==> src/rtl/sci_master.sv <==
// =============================================================================
// Module   : sci_master
// Purpose  : Serial control interface master. Accepts a read/write command,
//            selects one peripheral via an active-low chip select, shifts the
//            write flag, address and (for writes) data out LSB first on
//            sci_req, waits for the slave acknowledge and, for reads, shifts
//            the read data in LSB first from sci_resp. Each command ends with
//            a one-cycle response pulse and a one-cycle release gap.
// Ports    : clk, rstn        - clock, synchronous active-low reset
//            i_cmd_*          - command request (valid/write/pid/addr/wdata)
//            o_cmd_ready      - high only while idle
//            o_rsp_*          - completion pulse, read data, error flag
//            o_sci_csn        - registered active-low chip selects
//            o_sci_req        - registered serial request line
//            i_sci_resp       - serial response line from the slave
//            i_sci_ack        - slave acknowledge
// Revision : 1.0 - initial release
// =============================================================================
`default_nettype none

module sci_master #(
  parameter int  NUM_PERIPHERALS = 1,
  parameter int  ADDR_WIDTH      = 4,
  parameter int  DATA_WIDTH      = 8,
  parameter int  ACK_TIMEOUT     = 64,
  localparam int PID_WIDTH       = (NUM_PERIPHERALS > 1) ? $clog2(NUM_PERIPHERALS) : 1
) (
  input  logic                       clk,
  input  logic                       rstn,
  input  logic                       i_cmd_valid,
  output logic                       o_cmd_ready,
  input  logic                       i_cmd_write,
  input  logic [PID_WIDTH-1:0]       i_cmd_pid,
  input  logic [ADDR_WIDTH-1:0]      i_cmd_addr,
  input  logic [DATA_WIDTH-1:0]      i_cmd_wdata,
  output logic                       o_rsp_valid,
  output logic [DATA_WIDTH-1:0]      o_rsp_rdata,
  output logic                       o_rsp_error,
  output logic [NUM_PERIPHERALS-1:0] o_sci_csn,
  output logic                       o_sci_req,
  input  logic                       i_sci_resp,
  input  logic                       i_sci_ack
);

  // ---------------------------------------------------------------------------
  // Constants
  // ---------------------------------------------------------------------------
  localparam int c_MAX_W  = (ADDR_WIDTH > DATA_WIDTH) ? ADDR_WIDTH : DATA_WIDTH;
  localparam int c_BCNT_W = (c_MAX_W > 1) ? $clog2(c_MAX_W) : 1;
  localparam int c_WCNT_W = (ACK_TIMEOUT > 0) ? $clog2(ACK_TIMEOUT + 1) : 1;

  localparam logic [c_BCNT_W-1:0] c_ADDR_LAST = c_BCNT_W'(ADDR_WIDTH - 1);
  localparam logic [c_BCNT_W-1:0] c_DATA_LAST = c_BCNT_W'(DATA_WIDTH - 1);
  localparam logic [c_BCNT_W-1:0] c_BCNT_ONE  = c_BCNT_W'(1);
  // Counter value on the last permitted wait edge; the abort happens on the
  // edge that would otherwise carry the count up to ACK_TIMEOUT.
  localparam logic [c_WCNT_W-1:0] c_WAIT_LAST =
    (ACK_TIMEOUT > 0) ? c_WCNT_W'(ACK_TIMEOUT - 1) : '0;
  localparam logic                c_TIMEOUT_EN = (ACK_TIMEOUT > 0);

  localparam logic [2:0] c_S_IDLE     = 3'd0;
  localparam logic [2:0] c_S_ADDR     = 3'd1;
  localparam logic [2:0] c_S_WDATA    = 3'd2;
  localparam logic [2:0] c_S_WAIT_ACK = 3'd3;
  localparam logic [2:0] c_S_RDATA    = 3'd4;
  localparam logic [2:0] c_S_RELEASE  = 3'd5;

  // ---------------------------------------------------------------------------
  // Registers
  // ---------------------------------------------------------------------------
  logic [2:0]                 r_state;
  logic [NUM_PERIPHERALS-1:0] r_csn;
  logic                       r_req;
  logic                       r_rsp_valid;
  logic                       r_rsp_error;
  logic [DATA_WIDTH-1:0]      r_rsp_rdata;
  logic                       r_write;
  logic [ADDR_WIDTH-1:0]      r_addr_sh;
  logic [DATA_WIDTH-1:0]      r_wdata_sh;
  logic [DATA_WIDTH-1:0]      r_rx;
  logic [c_BCNT_W-1:0]        r_bit_cnt;
  logic [c_WCNT_W-1:0]        r_wait_cnt;

  // ---------------------------------------------------------------------------
  // Combinational next values
  // ---------------------------------------------------------------------------
  logic [2:0]                 w_state_nxt;
  logic [NUM_PERIPHERALS-1:0] w_csn_nxt;
  logic                       w_req_nxt;
  logic                       w_rsp_valid_nxt;
  logic                       w_rsp_error_nxt;
  logic [DATA_WIDTH-1:0]      w_rsp_rdata_nxt;
  logic                       w_write_nxt;
  logic [ADDR_WIDTH-1:0]      w_addr_sh_nxt;
  logic [DATA_WIDTH-1:0]      w_wdata_sh_nxt;
  logic [DATA_WIDTH-1:0]      w_rx_nxt;
  logic [c_BCNT_W-1:0]        w_bit_cnt_nxt;
  logic [c_WCNT_W-1:0]        w_wait_cnt_nxt;

  logic                       w_pid_ok;
  logic [NUM_PERIPHERALS-1:0] w_csn_sel;
  logic                       w_addr_last;
  logic                       w_data_last;
  logic                       w_timeout;
  logic [DATA_WIDTH-1:0]      w_rx_shift;

  assign w_pid_ok    = (32'(i_cmd_pid) < 32'(NUM_PERIPHERALS));
  assign w_addr_last = (r_bit_cnt == c_ADDR_LAST);
  assign w_data_last = (r_bit_cnt == c_DATA_LAST);
  assign w_timeout   = c_TIMEOUT_EN && (r_wait_cnt == c_WAIT_LAST);

  // Chip-select pattern for the requested peripheral: only bit cmd_pid low.
  always_comb begin
    w_csn_sel = '1;
    for (int i = 0; i < NUM_PERIPHERALS; i++) begin
      w_csn_sel[i] = (i_cmd_pid != PID_WIDTH'(i));
    end
  end

  // Read data arrives LSB first, so new bits enter at the MSB and the word
  // shifts right; after DATA_WIDTH beats the first bit sits at bit 0.
  always_comb begin
    w_rx_shift                 = r_rx >> 1;
    w_rx_shift[DATA_WIDTH-1]   = i_sci_resp;
  end

  // ---------------------------------------------------------------------------
  // FSM process 1: state and datapath registers
  // ---------------------------------------------------------------------------
  always_ff @(posedge clk) begin
    if (!rstn) begin
      r_state     <= c_S_IDLE;
      r_csn       <= '1;
      r_req       <= 1'b0;
      r_rsp_valid <= 1'b0;
      r_rsp_error <= 1'b0;
      r_rsp_rdata <= '0;
      r_write     <= 1'b0;
      r_addr_sh   <= '0;
      r_wdata_sh  <= '0;
      r_rx        <= '0;
      r_bit_cnt   <= '0;
      r_wait_cnt  <= '0;
    end else begin
      r_state     <= w_state_nxt;
      r_csn       <= w_csn_nxt;
      r_req       <= w_req_nxt;
      r_rsp_valid <= w_rsp_valid_nxt;
      r_rsp_error <= w_rsp_error_nxt;
      r_rsp_rdata <= w_rsp_rdata_nxt;
      r_write     <= w_write_nxt;
      r_addr_sh   <= w_addr_sh_nxt;
      r_wdata_sh  <= w_wdata_sh_nxt;
      r_rx        <= w_rx_nxt;
      r_bit_cnt   <= w_bit_cnt_nxt;
      r_wait_cnt  <= w_wait_cnt_nxt;
    end
  end

  // ---------------------------------------------------------------------------
  // FSM process 2: next-state logic
  // ---------------------------------------------------------------------------
  always_comb begin
    w_state_nxt = r_state;
    case (r_state)
      c_S_IDLE: begin
        if (i_cmd_valid) begin
          // An out-of-range pid still passes through RELEASE so every
          // command sees the same response/gap shape.
          w_state_nxt = w_pid_ok ? c_S_ADDR : c_S_RELEASE;
        end
      end
      c_S_ADDR: begin
        if (w_addr_last) begin
          w_state_nxt = r_write ? c_S_WDATA : c_S_WAIT_ACK;
        end
      end
      c_S_WDATA: begin
        if (w_data_last) begin
          w_state_nxt = c_S_WAIT_ACK;
        end
      end
      c_S_WAIT_ACK: begin
        // Ack takes priority over the timeout on the final wait edge.
        if (i_sci_ack) begin
          w_state_nxt = (r_write || (DATA_WIDTH == 1)) ? c_S_RELEASE : c_S_RDATA;
        end else if (w_timeout) begin
          w_state_nxt = c_S_RELEASE;
        end
      end
      c_S_RDATA: begin
        if (!i_sci_ack || w_data_last) begin
          w_state_nxt = c_S_RELEASE;
        end
      end
      c_S_RELEASE: begin
        w_state_nxt = c_S_IDLE;
      end
      default: begin
        w_state_nxt = c_S_IDLE;
      end
    endcase
  end

  // ---------------------------------------------------------------------------
  // FSM process 3: output and datapath next values
  // ---------------------------------------------------------------------------
  // sci_req and the response outputs default to 0 every cycle, so the line is
  // quiet outside the shift phases and rsp_valid is a single-cycle pulse.
  always_comb begin
    w_csn_nxt       = r_csn;
    w_req_nxt       = 1'b0;
    w_rsp_valid_nxt = 1'b0;
    w_rsp_error_nxt = 1'b0;
    w_rsp_rdata_nxt = '0;
    w_write_nxt     = r_write;
    w_addr_sh_nxt   = r_addr_sh;
    w_wdata_sh_nxt  = r_wdata_sh;
    w_rx_nxt        = r_rx;
    w_bit_cnt_nxt   = r_bit_cnt;
    w_wait_cnt_nxt  = r_wait_cnt;

    case (r_state)
      c_S_IDLE: begin
        w_csn_nxt = '1;
        if (i_cmd_valid) begin
          w_write_nxt    = i_cmd_write;
          w_addr_sh_nxt  = i_cmd_addr;
          w_wdata_sh_nxt = i_cmd_wdata;
          w_rx_nxt       = '0;
          w_bit_cnt_nxt  = '0;
          w_wait_cnt_nxt = '0;
          if (w_pid_ok) begin
            w_csn_nxt = w_csn_sel;
            // The write flag is the first bit on the line.
            w_req_nxt = i_cmd_write;
          end else begin
            w_rsp_valid_nxt = 1'b1;
            w_rsp_error_nxt = 1'b1;
          end
        end
      end

      c_S_ADDR: begin
        w_req_nxt     = r_addr_sh[0];
        w_addr_sh_nxt = r_addr_sh >> 1;
        w_bit_cnt_nxt = w_addr_last ? '0 : r_bit_cnt + 1'b1;
      end

      c_S_WDATA: begin
        w_req_nxt      = r_wdata_sh[0];
        w_wdata_sh_nxt = r_wdata_sh >> 1;
        w_bit_cnt_nxt  = w_data_last ? '0 : r_bit_cnt + 1'b1;
      end

      c_S_WAIT_ACK: begin
        if (i_sci_ack) begin
          if (r_write) begin
            w_csn_nxt       = '1;
            w_rsp_valid_nxt = 1'b1;
          end else if (DATA_WIDTH == 1) begin
            w_csn_nxt       = '1;
            w_rsp_valid_nxt = 1'b1;
            w_rsp_rdata_nxt = w_rx_shift;
          end else begin
            // The ack edge also carries read bit 0.
            w_rx_nxt      = w_rx_shift;
            w_bit_cnt_nxt = c_BCNT_ONE;
          end
        end else begin
          w_wait_cnt_nxt = r_wait_cnt + 1'b1;
          if (w_timeout) begin
            w_csn_nxt       = '1;
            w_rsp_valid_nxt = 1'b1;
            w_rsp_error_nxt = 1'b1;
          end
        end
      end

      c_S_RDATA: begin
        if (i_sci_ack) begin
          w_rx_nxt      = w_rx_shift;
          w_bit_cnt_nxt = r_bit_cnt + 1'b1;
          if (w_data_last) begin
            w_csn_nxt       = '1;
            w_rsp_valid_nxt = 1'b1;
            w_rsp_rdata_nxt = w_rx_shift;
          end
        end else begin
          // Lost ack mid-burst: partial data is discarded.
          w_csn_nxt       = '1;
          w_rsp_valid_nxt = 1'b1;
          w_rsp_error_nxt = 1'b1;
        end
      end

      c_S_RELEASE: begin
        w_csn_nxt = '1;
      end

      default: begin
        w_csn_nxt = '1;
      end
    endcase
  end

  // ---------------------------------------------------------------------------
  // Outputs
  // ---------------------------------------------------------------------------
  assign o_cmd_ready = (r_state == c_S_IDLE);
  assign o_rsp_valid = r_rsp_valid;
  assign o_rsp_error = r_rsp_error;
  assign o_rsp_rdata = r_rsp_rdata;
  assign o_sci_csn   = r_csn;
  assign o_sci_req   = r_req;

endmodule

`default_nettype wire

==> config.mk <==
export PLATFORM = sky130hd
export DESIGN_NAME = sci_master
export DESIGN_NICKNAME = d
export VERILOG_FILES = /design/src/rtl/sci_master.sv
export SDC_FILE = /design/constraint.sdc
export NUM_CORES = 1
export LEC_CHECK = 0
export CAP_MARGIN = 20
export CORE_ASPECT_RATIO = 0.5
export CORE_MARGIN = 3
export CORE_UTILIZATION = 45
export DETAILED_ROUTE_END_ITERATION = 6
export PLACE_DENSITY_LB_ADDON = 0.08
export SYNTH_ARGS = -nofsm -noshare
export SYNTH_HDL_FRONTEND = slang
export SYNTH_SLANG_ARGS = --single-unit
==> constraint.sdc <==
create_clock -name clk -period 2.47 [get_ports clk]
set_input_delay 0.6175 -clock clk [delete_from_list [all_inputs] [get_ports clk]]
set_output_delay 0.6175 -clock clk [all_outputs]
set_load 0.01 [all_outputs]
# Word level (Yosys, flattened, before mapping)
# Index checks and enable logic that the tools add are counted.
dict set report op_classes {
  n_addsub 2
  multipliers 0
  div_mod_pow 0
  order_cmp 1
  eq_ne 18
  shifts 0
  mux 51
  bitwise 1
  n_reduce_logical 18
}
# cell n
set ops {}
lappend ops {{$mux 8} 5}
lappend ops {{$mux 3} 13}
lappend ops {{$pmux 3 s5} 2}
lappend ops {{$pmux 8 s3} 1}
lappend ops {{$mux 1} 20}
lappend ops {{$ne 2x2->1 const B} 8}
lappend ops {{$pmux 8 s2} 1}
lappend ops {{$reduce_and 5->1} 3}
lappend ops {{$mux 7} 2}
lappend ops {{$pmux 7 s2} 1}
lappend ops {{$eq 3x2->1 const B} 3}
lappend ops {{$ne 3x3->1 const B} 3}
lappend ops {{$pmux 1 s3} 3}
lappend ops {{$pmux 4 s2} 1}
lappend ops {{$reduce_and 4->1} 2}
lappend ops {{$add 7x1->7 const B} 1}
lappend ops {{$eq 7x6->1 const B} 1}
lappend ops {{$eq 3x3->1 const B} 2}
lappend ops {{$reduce_and 2->1} 3}
lappend ops {{$reduce_bool 2->1} 3}
lappend ops {{$reduce_bool 5->1} 1}
lappend ops {{$mux 4} 1}
lappend ops {{$pmux 1 s4} 1}
lappend ops {{$add 3x1->3 const B} 1}
lappend ops {{other kinds (9)} 9}
dict set report totals {
  regBits 46
  latchBits 0
  ram_bits 0
  romBits 0
  word_cells 103
  n_memories 0
}

# Longest topological paths before layout
# Gate-level depths: netlist (run 1).
dict set report depth {
  word_depth 4
  depth_mapped 7
}

# Worst setup path after synthesis (run 1)
# Ideal clock, no wire load.
dict set report synth_path {
  kind {input port to flip-flop}
  startpoint {in i_sci_ack}
  endpoint {reg r_wait_cnt[5]}
  setup_time_ns 0.070
  t_arrival_ns 1.728
  t_required_ns 2.400
  slack_ns 0.672
  path_stages 5
  path_buffers 1
  cell_sequence {nor4bb_1 buf_2 nor2_2 or4_1 a21oi_1}
}
dict set report synth_between {
  elab_chain_len 2
}
# item line
set synth_lines {}
lappend synth_lines {{start: declaration} 42} ;# input logic i_sci_ack
lappend synth_lines {{$ne 2x2->1 (no source line)} --}
lappend synth_lines {{$reduce_and 3->1 (no source line)} --}
lappend synth_lines {{end signal: assignment} 156} ;# r_wait_cnt <= w_wait_cnt_nxt;
lappend synth_lines {{end: declaration} 82} ;# logic [c_WCNT_W-1:0] r_wait_cnt;
# No other way between the ends.
# A chain may end at the register's enable or synchronous reset.

# Worst setup path in the final report (run 1)
dict set report layout_path {
  startpoint {reg r_state[1]}
  endpoint {out o_cmd_ready}
}
dict set report layout_between {
  elab_chain_len 1
}
# item line
set layout_lines {}
lappend layout_lines {{start: declaration} 71} ;# logic [2:0] r_state;
lappend layout_lines {{start signal: assignment} 132} ;# r_state <= c_S_IDLE;
lappend layout_lines {{start signal: assignment} 145} ;# r_state <= w_state_nxt;
lappend layout_lines {{$logic_not 3->1} 310} ;# assign o_cmd_ready = (r_state == c_S_IDLE);
lappend layout_lines {{end: declaration} 31} ;# output logic o_cmd_ready,
# No other way between the ends.

==> results of run 1 <==
## final cells by class
| class | count | share of cell area [%] |
|---|---|---|
| sequential | 45 | 33.83 |
| multi-input combinational | 192 | 43.94 |
| inverter | 2 | 0.2820 |
| clock buffer | 7 | 3.242 |
| timing repair buffer | 45 | 15.60 |
| tap | 66 | 3.102 |
## state kept, by name (all words and copies together), names as in the netlist
| name | flops |
|---|---|
| r_state | 3 |
| o_sci_req | 1 |
| r_rx | 7 |
| r_addr_sh | 4 |
| o_rsp_rdata | 8 |
| o_rsp_valid | 1 |
| r_wait_cnt | 7 |
| o_sci_csn | 1 |
| o_rsp_error | 1 |
| r_wdata_sh | 8 |
| r_write | 1 |
| r_bit_cnt | 3 |
## kinds of logic (layout without fill, tap and decap cells)
| family | Yosys count | after routing | synth area share [%] |
|---|---|---|---|
| DFF | 45 | 45 | 41.81 |
| and+or+nand+nor | 109 | 109 | 26.89 |
| xor gates and xnor gates | 2 | 2 | 0.8132 |
| AOI/OAI and AO/OA | 76 | 76 | 23.81 |
| adders and majority gates | 4 | 4 | 2.323 |
| buffers and inverters | 18 | 54 | 3.891 |
| muxes | 1 | 1 | 0.4646 |
## per-stage QoR
step / power, W / instances / setup WS (ns) / hold slack [ns] / cell area, µm²
2_1_floorplan: 0.001056 / 255 / 0.6724 / 0.4296 / 2155
3_3_place_gp: 0.001186 / 350 / 0.1251 / 0.4425 / 2576
3_5_place_dp: 0.001191 / 350 / 0.1079 / 0.4448 / 2576
4_1_cts: 0.001647 / 357 / 0.2808 / 0.4593 / 2663
5_1_grt: 0.001722 / 357 / 0.2290 / 0.4776 / 2663
6_report: 0.001632 / 357 / 0.3005 / 0.4541 / 2663
## worst reg2reg max path, stage by stage, from the launching register on
cell and delay (ns):
sky130_fd_sc_hd__dfxtp_1 0.54, sky130_fd_sc_hd__buf_4 0.27, sky130_fd_sc_hd__nor2b_1 0.23, sky130_fd_sc_hd__nand2_1 0.32
sky130_fd_sc_hd__nor3b_1 0.29, sky130_fd_sc_hd__o221a_2 0.21
## cell usage in the layout (no fill, tap or decap), types with 3 or more instances in the layout
master	n
sky130_fd_sc_hd__nand3_1	13
sky130_fd_sc_hd__clkbuf_8	6
sky130_fd_sc_hd__dfxtp_1	45
sky130_fd_sc_hd__a21boi_0	10
sky130_fd_sc_hd__nand2_1	42
sky130_fd_sc_hd__o21ai_0	22
sky130_fd_sc_hd__nor2b_1	10
sky130_fd_sc_hd__and2_1	10
sky130_fd_sc_hd__ha_1	4
sky130_fd_sc_hd__nor2_1	10
sky130_fd_sc_hd__nor3b_1	4
sky130_fd_sc_hd__a21oi_1	9
sky130_fd_sc_hd__clkdlybuf4s50_1	31
sky130_fd_sc_hd__a31oi_1	10
sky130_fd_sc_hd__buf_4	14
sky130_fd_sc_hd__a222oi_1	3
## worst max-delay path by stage
stage | start | slack (ns) | to
detailed placement | i_cmd_valid | 0.11 | o_sci_req
CTS | r_state[1] | 0.28 | o_cmd_ready
finish | r_state[1] | 0.30 | o_cmd_ready
global placement | i_cmd_valid | 0.13 | o_sci_req
floorplan | i_sci_ack | 0.67 | r_wait_cnt[5]
global route | r_state[1] | 0.23 | o_cmd_ready
## layer usage
layer	track usage [%]	vias to the layer above	part of all wire [%]
met2	29.57	59	44
met4	5.298	0	0.75
met3	4.635	3	6.8
li1	-	990	-
met5	0	-	0
met1	22.55	897	48
## power breakdown
part | internal (W) | switching, W
Clock | 0.000222 | 0.000233
Sequential | 0.000767 | 0.0000327
Combinational | 0.000179 | 0.000199
==> run summary, run 1 <==
RUN STATUS
--------------------------------------------------------------------------------------------------
Status                                                                                finished, final reports clean

YOSYS
--------------------------------------------------------------------------------------------------
Number of flops mapped to enable cells by yosys                                                  0
Mapped Area                                                                               2155 µm²
Share of flip-flops with an asynchronous set or reset                                           0%
Leading cell type by number of instances after synthesis                              sky130_fd_sc_hd__dfxtp_1
Cell type with the largest total area after synthesis                                 sky130_fd_sc_hd__dfxtp_1
Yosys top cell area share                                                                   41.81%
Flip-flop and latch count after synthesis                                                       45
Ranking of synthesized cells by instance count                                        sky130_fd_sc_hd__dfxtp_1, sky130_fd_sc_hd__nand2_1, sky130_fd_sc_hd__o21ai_0
Synth top area cells                                                                  sky130_fd_sc_hd__dfxtp_1, sky130_fd_sc_hd__nand2_1, sky130_fd_sc_hd__o21ai_0, sky130_fd_sc_hd__a21boi_0, sky130_fd_sc_hd__nand3_1
Count of different cell masters after synthesis                                                 53
Mapped Cells                                                                                   255
Commonest register cell after synthesis                                               sky130_fd_sc_hd__dfxtp_1
Total number of yosys warnings                                                                   0
Sequential share of the synthesized area                                                    41.81%
Number of nets in the synthesized netlist                                                      278
Synth Area per Inst                                                                      8.449 µm²

WORST SETUP PATH
--------------------------------------------------------------------------------------------------
Register-to-register setup slack                                                           0.57 ns
WP data required                                                                           1.85 ns
Number of logic stages on the critical path including buffering                                  2
Slowest stage cell on the critical path                                               sky130_fd_sc_hd__clkdlybuf4s50_1
Ordered list of cells on the worst path                                               nor3_1 > clkdlybuf4s50_1
Largest delay contributor family on the critical path                                 buffers and inverters
Origin of the critical flop-to-flop path                                                r_state[1]
Startpoint kind of the worst setup timing path                                            register
Buf+Inv Stages, Crit Path                                                                        1
Delay contributed by the slowest stage of the critical path                                0.57 ns
Worst setup EP type                                                                    output port
Worst setup path category                                                             register to output port
Highest fanout seen on the critical path                                                        12
R2r endpoint                                                                          r_bit_cnt[2]
Critical Path AT                                                                           1.55 ns
Worst r2r path cells                                                                             5

FLOORPLANNING
--------------------------------------------------------------------------------------------------
Placement row count                                                                             17
DIE WIDTH                                                                                 103.9 µm
Die footprint                                                                             5705 µm²
Starting density of the core                                                                47.78%
Die Y-Extent                                                                              54.93 µm
Boundary Pins                                                                                   32
Area of the core region                                                                   4509 µm²

CLOCK TREE
--------------------------------------------------------------------------------------------------
Clock root buffer                                                                     sky130_fd_sc_hd__clkbuf_8
TritonCTS clock tree                                                                          done
Total setup buffers inserted after CTS                                                           0
CTS-repair resized insts                                                                         0
Clock transition time at the flip-flop clock pins of the worst setup and hold paths        0.08 ns
Bufs on Longest Clock Path                                                                       2
Quantity of hold-fixing buffers added after cts                                                  0
Source-to-sink clock delay at the later pin of the worst-skew pair                         0.30 ns
Clock buffer count from CTS                                                                      5
H-tree level count                                                                               2
Number of sinks on the clock net                                                                45

TIMING
--------------------------------------------------------------------------------------------------
Slew headroom                                                                               64.86%
Final Hold Viols                                                                                 0
Period minus WS final                                                                     2.170 ns
Least-Margin Pin Slew                                                                    0.5260 ns
Final setup vio count                                                                            0
Setup TNS after final layout                                                                  0 ns
Portion of the clock cycle consumed by the worst path in the final layout                   87.84%
RSZ-0062 raised after global routing                                                            no
Worst Skew                                                                             0.003074 ns
Max Slew Vio Count                                                                               0
Highest Clock Rate                                                                      0.4609 GHz

DRT
--------------------------------------------------------------------------------------------------
Number of antenna-violating nets in the routed design                                            0
Total via count in the routed design                                                          1949
DRC marker count from the first detailed-route iteration                                       138
Mean number of vias per cell                                                                 5.459
Pre-Repair DR Iteration Count                                                                    4
Total DRC errors in the routed layout                                                            0
Final WL                                                                                   4807 µm
Routed wire length per instance                                                           13.46 µm

CELLS AND AREA
--------------------------------------------------------------------------------------------------
Post-layout net count                                                                          314
Filler cell count in the final layout                                                          404
Area overhead of the layout relative to synthesis                                           23.58%
Area of the multi-input gates                                                             1170 µm²
Layout cell share with drive strength beyond 1                                              9.966%
Fin util                                                                                    59.05%
Sequential cell area                                                                     900.9 µm²
Number of inserted diodes                                                                        0

HOLD PATH
--------------------------------------------------------------------------------------------------
Class of the tightest hold or removal check                                           register to register
Hold path start                                                                       r_wdata_sh[7]
Instance count along the most critical hold path                                                 2
Endpoint, Worst Hold                                                                  r_wdata_sh[7]

PWR
--------------------------------------------------------------------------------------------------
Leakage                                                                                  0.9817 nW
Power per standard cell area                                                          613.0 nW/µm²
VDD IR-drop max                                                                          0.2895 mV

GLOBAL ROUTING
--------------------------------------------------------------------------------------------------
Initial antenna violation count                                                                  0
Number of global-route vias before repair                                                     1654
Leftover overflow at the end of global routing                                                   0
Aggregate global-route resource usage                                                       17.44%
First-pass GRT wire length                                                                 7769 µm
Pin count of the biggest net entering global routing                                            31

PLACED DESIGN
--------------------------------------------------------------------------------------------------
Half-perimeter wire length of the detailed placement result                                3464 µm
Number of I/O port buffers                                                                      31
Placer Congestion                                                                           0.8269

RUN
--------------------------------------------------------------------------------------------------
Max-cap violation count                                                                          0

(Power assumes the default switching activity.)
==> inputs of run 2 (changes only) <==
--- a/config.mk
+++ b/config.mk
@@ -7,7 +7,6 @@
 export LEC_CHECK = 0
 export CAP_MARGIN = 20
 export CORE_ASPECT_RATIO = 0.5
-export CORE_MARGIN = 3
 export CORE_UTILIZATION = 45
 export DETAILED_ROUTE_END_ITERATION = 6
 export PLACE_DENSITY_LB_ADDON = 0.08
==> run summary, run 2 (synthesized netlist as in run 1, its figures left out) <==
TIMING
--------------------------------------------------------------------------------------------------
Worst Skew                                                                             0.006743 ns   +0.003669 ns
Final setup vio count                                                                            0   unchanged
Setup TNS after final layout                                                                  0 ns   unchanged
Max Slew Vio Count                                                                               0   unchanged
Least-Margin Pin Slew                                                                    0.5414 ns   +0.01547 ns
Portion of the clock cycle consumed by the worst path in the final layout                   87.77%   about the same
Tightest hold margin                                                                     0.4613 ns   +0.007181 ns
RSZ-0062 raised after global routing                                                            no
Slew headroom                                                                               63.83%   -1.0 points
Final Hold Viols                                                                                 0   unchanged
Period minus WS final                                                                     2.168 ns   -0.001547 ns
Highest Clock Rate                                                                      0.4613 GHz   about the same
Crit path setup slack, layout                                                            0.3020 ns   +0.001547 ns

GLOBAL ROUTING
--------------------------------------------------------------------------------------------------
Aggregate global-route resource usage                                                       20.90%   +3.5 points
Leftover overflow at the end of global routing                                                   0   unchanged
Number of global-route vias before repair                                                     1799   +8.8%
First-pass GRT wire length                                                                 8204 µm   +5.6%
Pin count of the biggest net entering global routing                                            26   -16%
Initial antenna violation count                                                                  0   unchanged

FLOORPLANNING
--------------------------------------------------------------------------------------------------
Die Y-Extent                                                                              50.93 µm   -7.3%
Placement row count                                                                             17   unchanged
Die footprint                                                                             5086 µm²   -11%
Area of the core region                                                                   4488 µm²   -0.47%
Boundary Pins                                                                                   32   unchanged
DIE WIDTH                                                                                 99.86 µm   -3.9%
Starting density of the core                                                                48.01%   +0.23 points

WORST SETUP PATH
--------------------------------------------------------------------------------------------------
Ordered list of cells on the worst path                                               nor3_1 > clkdlybuf4s50_1
Critical Path AT                                                                           1.55 ns   about the same
Delay contributed by the slowest stage of the critical path                                0.57 ns   about the same
Origin of the critical flop-to-flop path                                                r_state[2]
Highest fanout seen on the critical path                                                        12   unchanged
Startpoint kind of the worst setup timing path                                            register
R2r endpoint                                                                          r_wait_cnt[5]
Slowest stage cell on the critical path                                               sky130_fd_sc_hd__clkdlybuf4s50_1
Largest delay contributor family on the critical path                                 buffers and inverters
Worst setup EP type                                                                    output port
Buf+Inv Stages, Crit Path                                                                        1   unchanged
WP data required                                                                           1.85 ns   about the same
Worst r2r path cells                                                                             6   +1
Worst setup path category                                                             register to output port
Register-to-register setup slack                                                           0.46 ns   -0.11 ns

DRT
--------------------------------------------------------------------------------------------------
Mean number of vias per cell                                                                 5.478   +0.33%
Final WL                                                                                   4858 µm   +1.1%
Total DRC errors in the routed layout                                                            0   unchanged
DRC marker count from the first detailed-route iteration                                       147   +6.5%
Routed wire length per instance                                                           13.65 µm   +1.3%
Number of antenna-violating nets in the routed design                                            0   unchanged
Total via count in the routed design                                                          1950   +0.051%
Pre-Repair DR Iteration Count                                                                    4   unchanged

CLOCK TREE
--------------------------------------------------------------------------------------------------
Clock transition time at the flip-flop clock pins of the worst setup and hold paths        0.08 ns   about the same
Source-to-sink clock delay at the later pin of the worst-skew pair                         0.30 ns   about the same
Bufs on Longest Clock Path                                                                       2   unchanged
Number of sinks on the clock net                                                                45   unchanged
H-tree level count                                                                               2   unchanged
Total setup buffers inserted after CTS                                                           0   unchanged
Clock root buffer                                                                     sky130_fd_sc_hd__clkbuf_8
Quantity of hold-fixing buffers added after cts                                                  0   unchanged
TritonCTS clock tree                                                                          done
Clock buffer count from CTS                                                                      5   unchanged
CTS-repair resized insts                                                                         0   unchanged

PWR
--------------------------------------------------------------------------------------------------
Switching part of the total power                                                           29.23%   +0.76 points
Share of power burned in combinational logic                                                 23.4%   +0.2 points
Power per standard cell area                                                          603.6 nW/µm²   -1.5%
Clock network power share                                                                    26.5%   -1.4 points
Share of power burned in registers                                                           50.1%   +1.1 points
Cell internal pwr                                                                       0.001132 W   -3.0%
VDD IR-drop max                                                                          0.3125 mV   +8.0%
Leakage                                                                                  0.9773 nW   -0.45%
Net switching power                                                                    0.0004675 W   +0.63%

CELLS AND AREA
--------------------------------------------------------------------------------------------------
Layout cell share with drive strength beyond 1                                              10.00%   +0.034 points
Area overhead of the layout relative to synthesis                                           23.00%
Commonest cells after routing, fill and taps aside                                    sky130_fd_sc_hd__dfxtp_1, sky130_fd_sc_hd__nand2_1, sky130_fd_sc_hd__clkdlybuf4s50_1, sky130_fd_sc_hd__o21ai_0, sky130_fd_sc_hd__buf_4
Number of inserted diodes                                                                        0   unchanged
Post-layout net count                                                                          314   unchanged
Most frequent standard cell in the layout excluding fill and tap cells                sky130_fd_sc_hd__dfxtp_1

HOLD PATH
--------------------------------------------------------------------------------------------------
Instance count along the most critical hold path                                                 2   unchanged
Hold path start                                                                       r_wdata_sh[7]
Class of the tightest hold or removal check                                           register to register
Endpoint, Worst Hold                                                                  r_wdata_sh[7]

RUN
--------------------------------------------------------------------------------------------------
Max-cap violation count                                                                          0   unchanged

PLACED DESIGN
--------------------------------------------------------------------------------------------------
Placer Congestion                                                                           0.8807   +6.5%
Half-perimeter wire length of the detailed placement result                                3494 µm   +0.88%
Number of I/O port buffers                                                                      31   unchanged
Post-place setup slack                                                                  0.08890 ns   -0.01898 ns

RUN STATUS
--------------------------------------------------------------------------------------------------
Status                                                                                finished, final reports clean

-- run 2: worst max path at each step --
stage / start / to / slack, ns / cells past startpoint
after global routing: r_state[1] / o_cmd_ready / 0.24 / 2
final: r_state[1] / o_cmd_ready / 0.30 / 2
after detailed placement: i_cmd_valid / r_wait_cnt[3] / 0.09 / 5
after global placement: i_cmd_valid / r_wait_cnt[5] / 0.13 / 5
after CTS: r_state[1] / o_cmd_ready / 0.27 / 2
after floorplan: i_sci_ack / r_wait_cnt[5] / 0.67 / 5
-- run 2: through the flow --
step	cells	util, %	cell area, µm²	total power [W]
detailed placement	350	57.40	2576	0.001190
floorplan	255	-	2155	0.001056
finish	356	59.05	2650	0.001599
global route	356	59.05	2650	0.001689
global placement	350	57.40	2576	0.001184
CTS	356	59.05	2650	0.001612
-- run 2: per-layer routing --
| layer | vias to the layer above | part of all wire [%] | track usage [%] |
|---|---|---|---|
| li1 | 989 | - | - |
| met1 | 908 | 50 | 27.50 |
| met2 | 49 | 44 | 33.33 |
| met3 | 4 | 5.3 | 5.882 |
| met4 | 0 | 0.58 | 6.863 |
| met5 | - | 0 | 0 |
-- run 2: power groups by stage --
stage          Combinational, W  Sequential (W)  Clock [W]
5_1_grt                0.000418        0.000806   0.000465
3_3_place_gp           0.000368        0.000816          0
2_1_floorplan          0.000249        0.000807          0
4_1_cts                0.000373        0.000800   0.000439
6_report               0.000374        0.000801   0.000424
3_5_place_dp           0.000373        0.000817          0
-- run 2: layout make-up --
cell class | instances | area [µm²]
clock buffer | 5 | 68.82
fill | 423 | 1838
clock inverter | 1 | 5.005
multi-input combinational | 192 | 1170
sequential | 45 | 900.9
timing repair buffer | 45 | 415.4
inverter | 2 | 7.507
tap | 66 | 82.58
-- run 2: worst reg2reg max path: stages, from the launching register on --
cell                       delay [ns]
sky130_fd_sc_hd__dfxtp_1         0.46
sky130_fd_sc_hd__buf_4           0.25
sky130_fd_sc_hd__nor4bb_1        0.29
sky130_fd_sc_hd__buf_4           0.21
sky130_fd_sc_hd__nor2_2          0.07
sky130_fd_sc_hd__or4_1           0.50
sky130_fd_sc_hd__a21oi_1         0.16
==> inputs of run 3 (changes only) <==
--- a/config.mk
+++ b/config.mk
@@ -10,6 +10,7 @@
 export CORE_UTILIZATION = 45
 export DETAILED_ROUTE_END_ITERATION = 6
 export PLACE_DENSITY_LB_ADDON = 0.08
+export SKIP_CTS_REPAIR_TIMING = 1
 export SYNTH_ARGS = -nofsm -noshare
 export SYNTH_HDL_FRONTEND = slang
 export SYNTH_SLANG_ARGS = --single-unit
==> results of run 3 <==
Same layout as run 2: the final DEF is identical, and so are final timing and power.
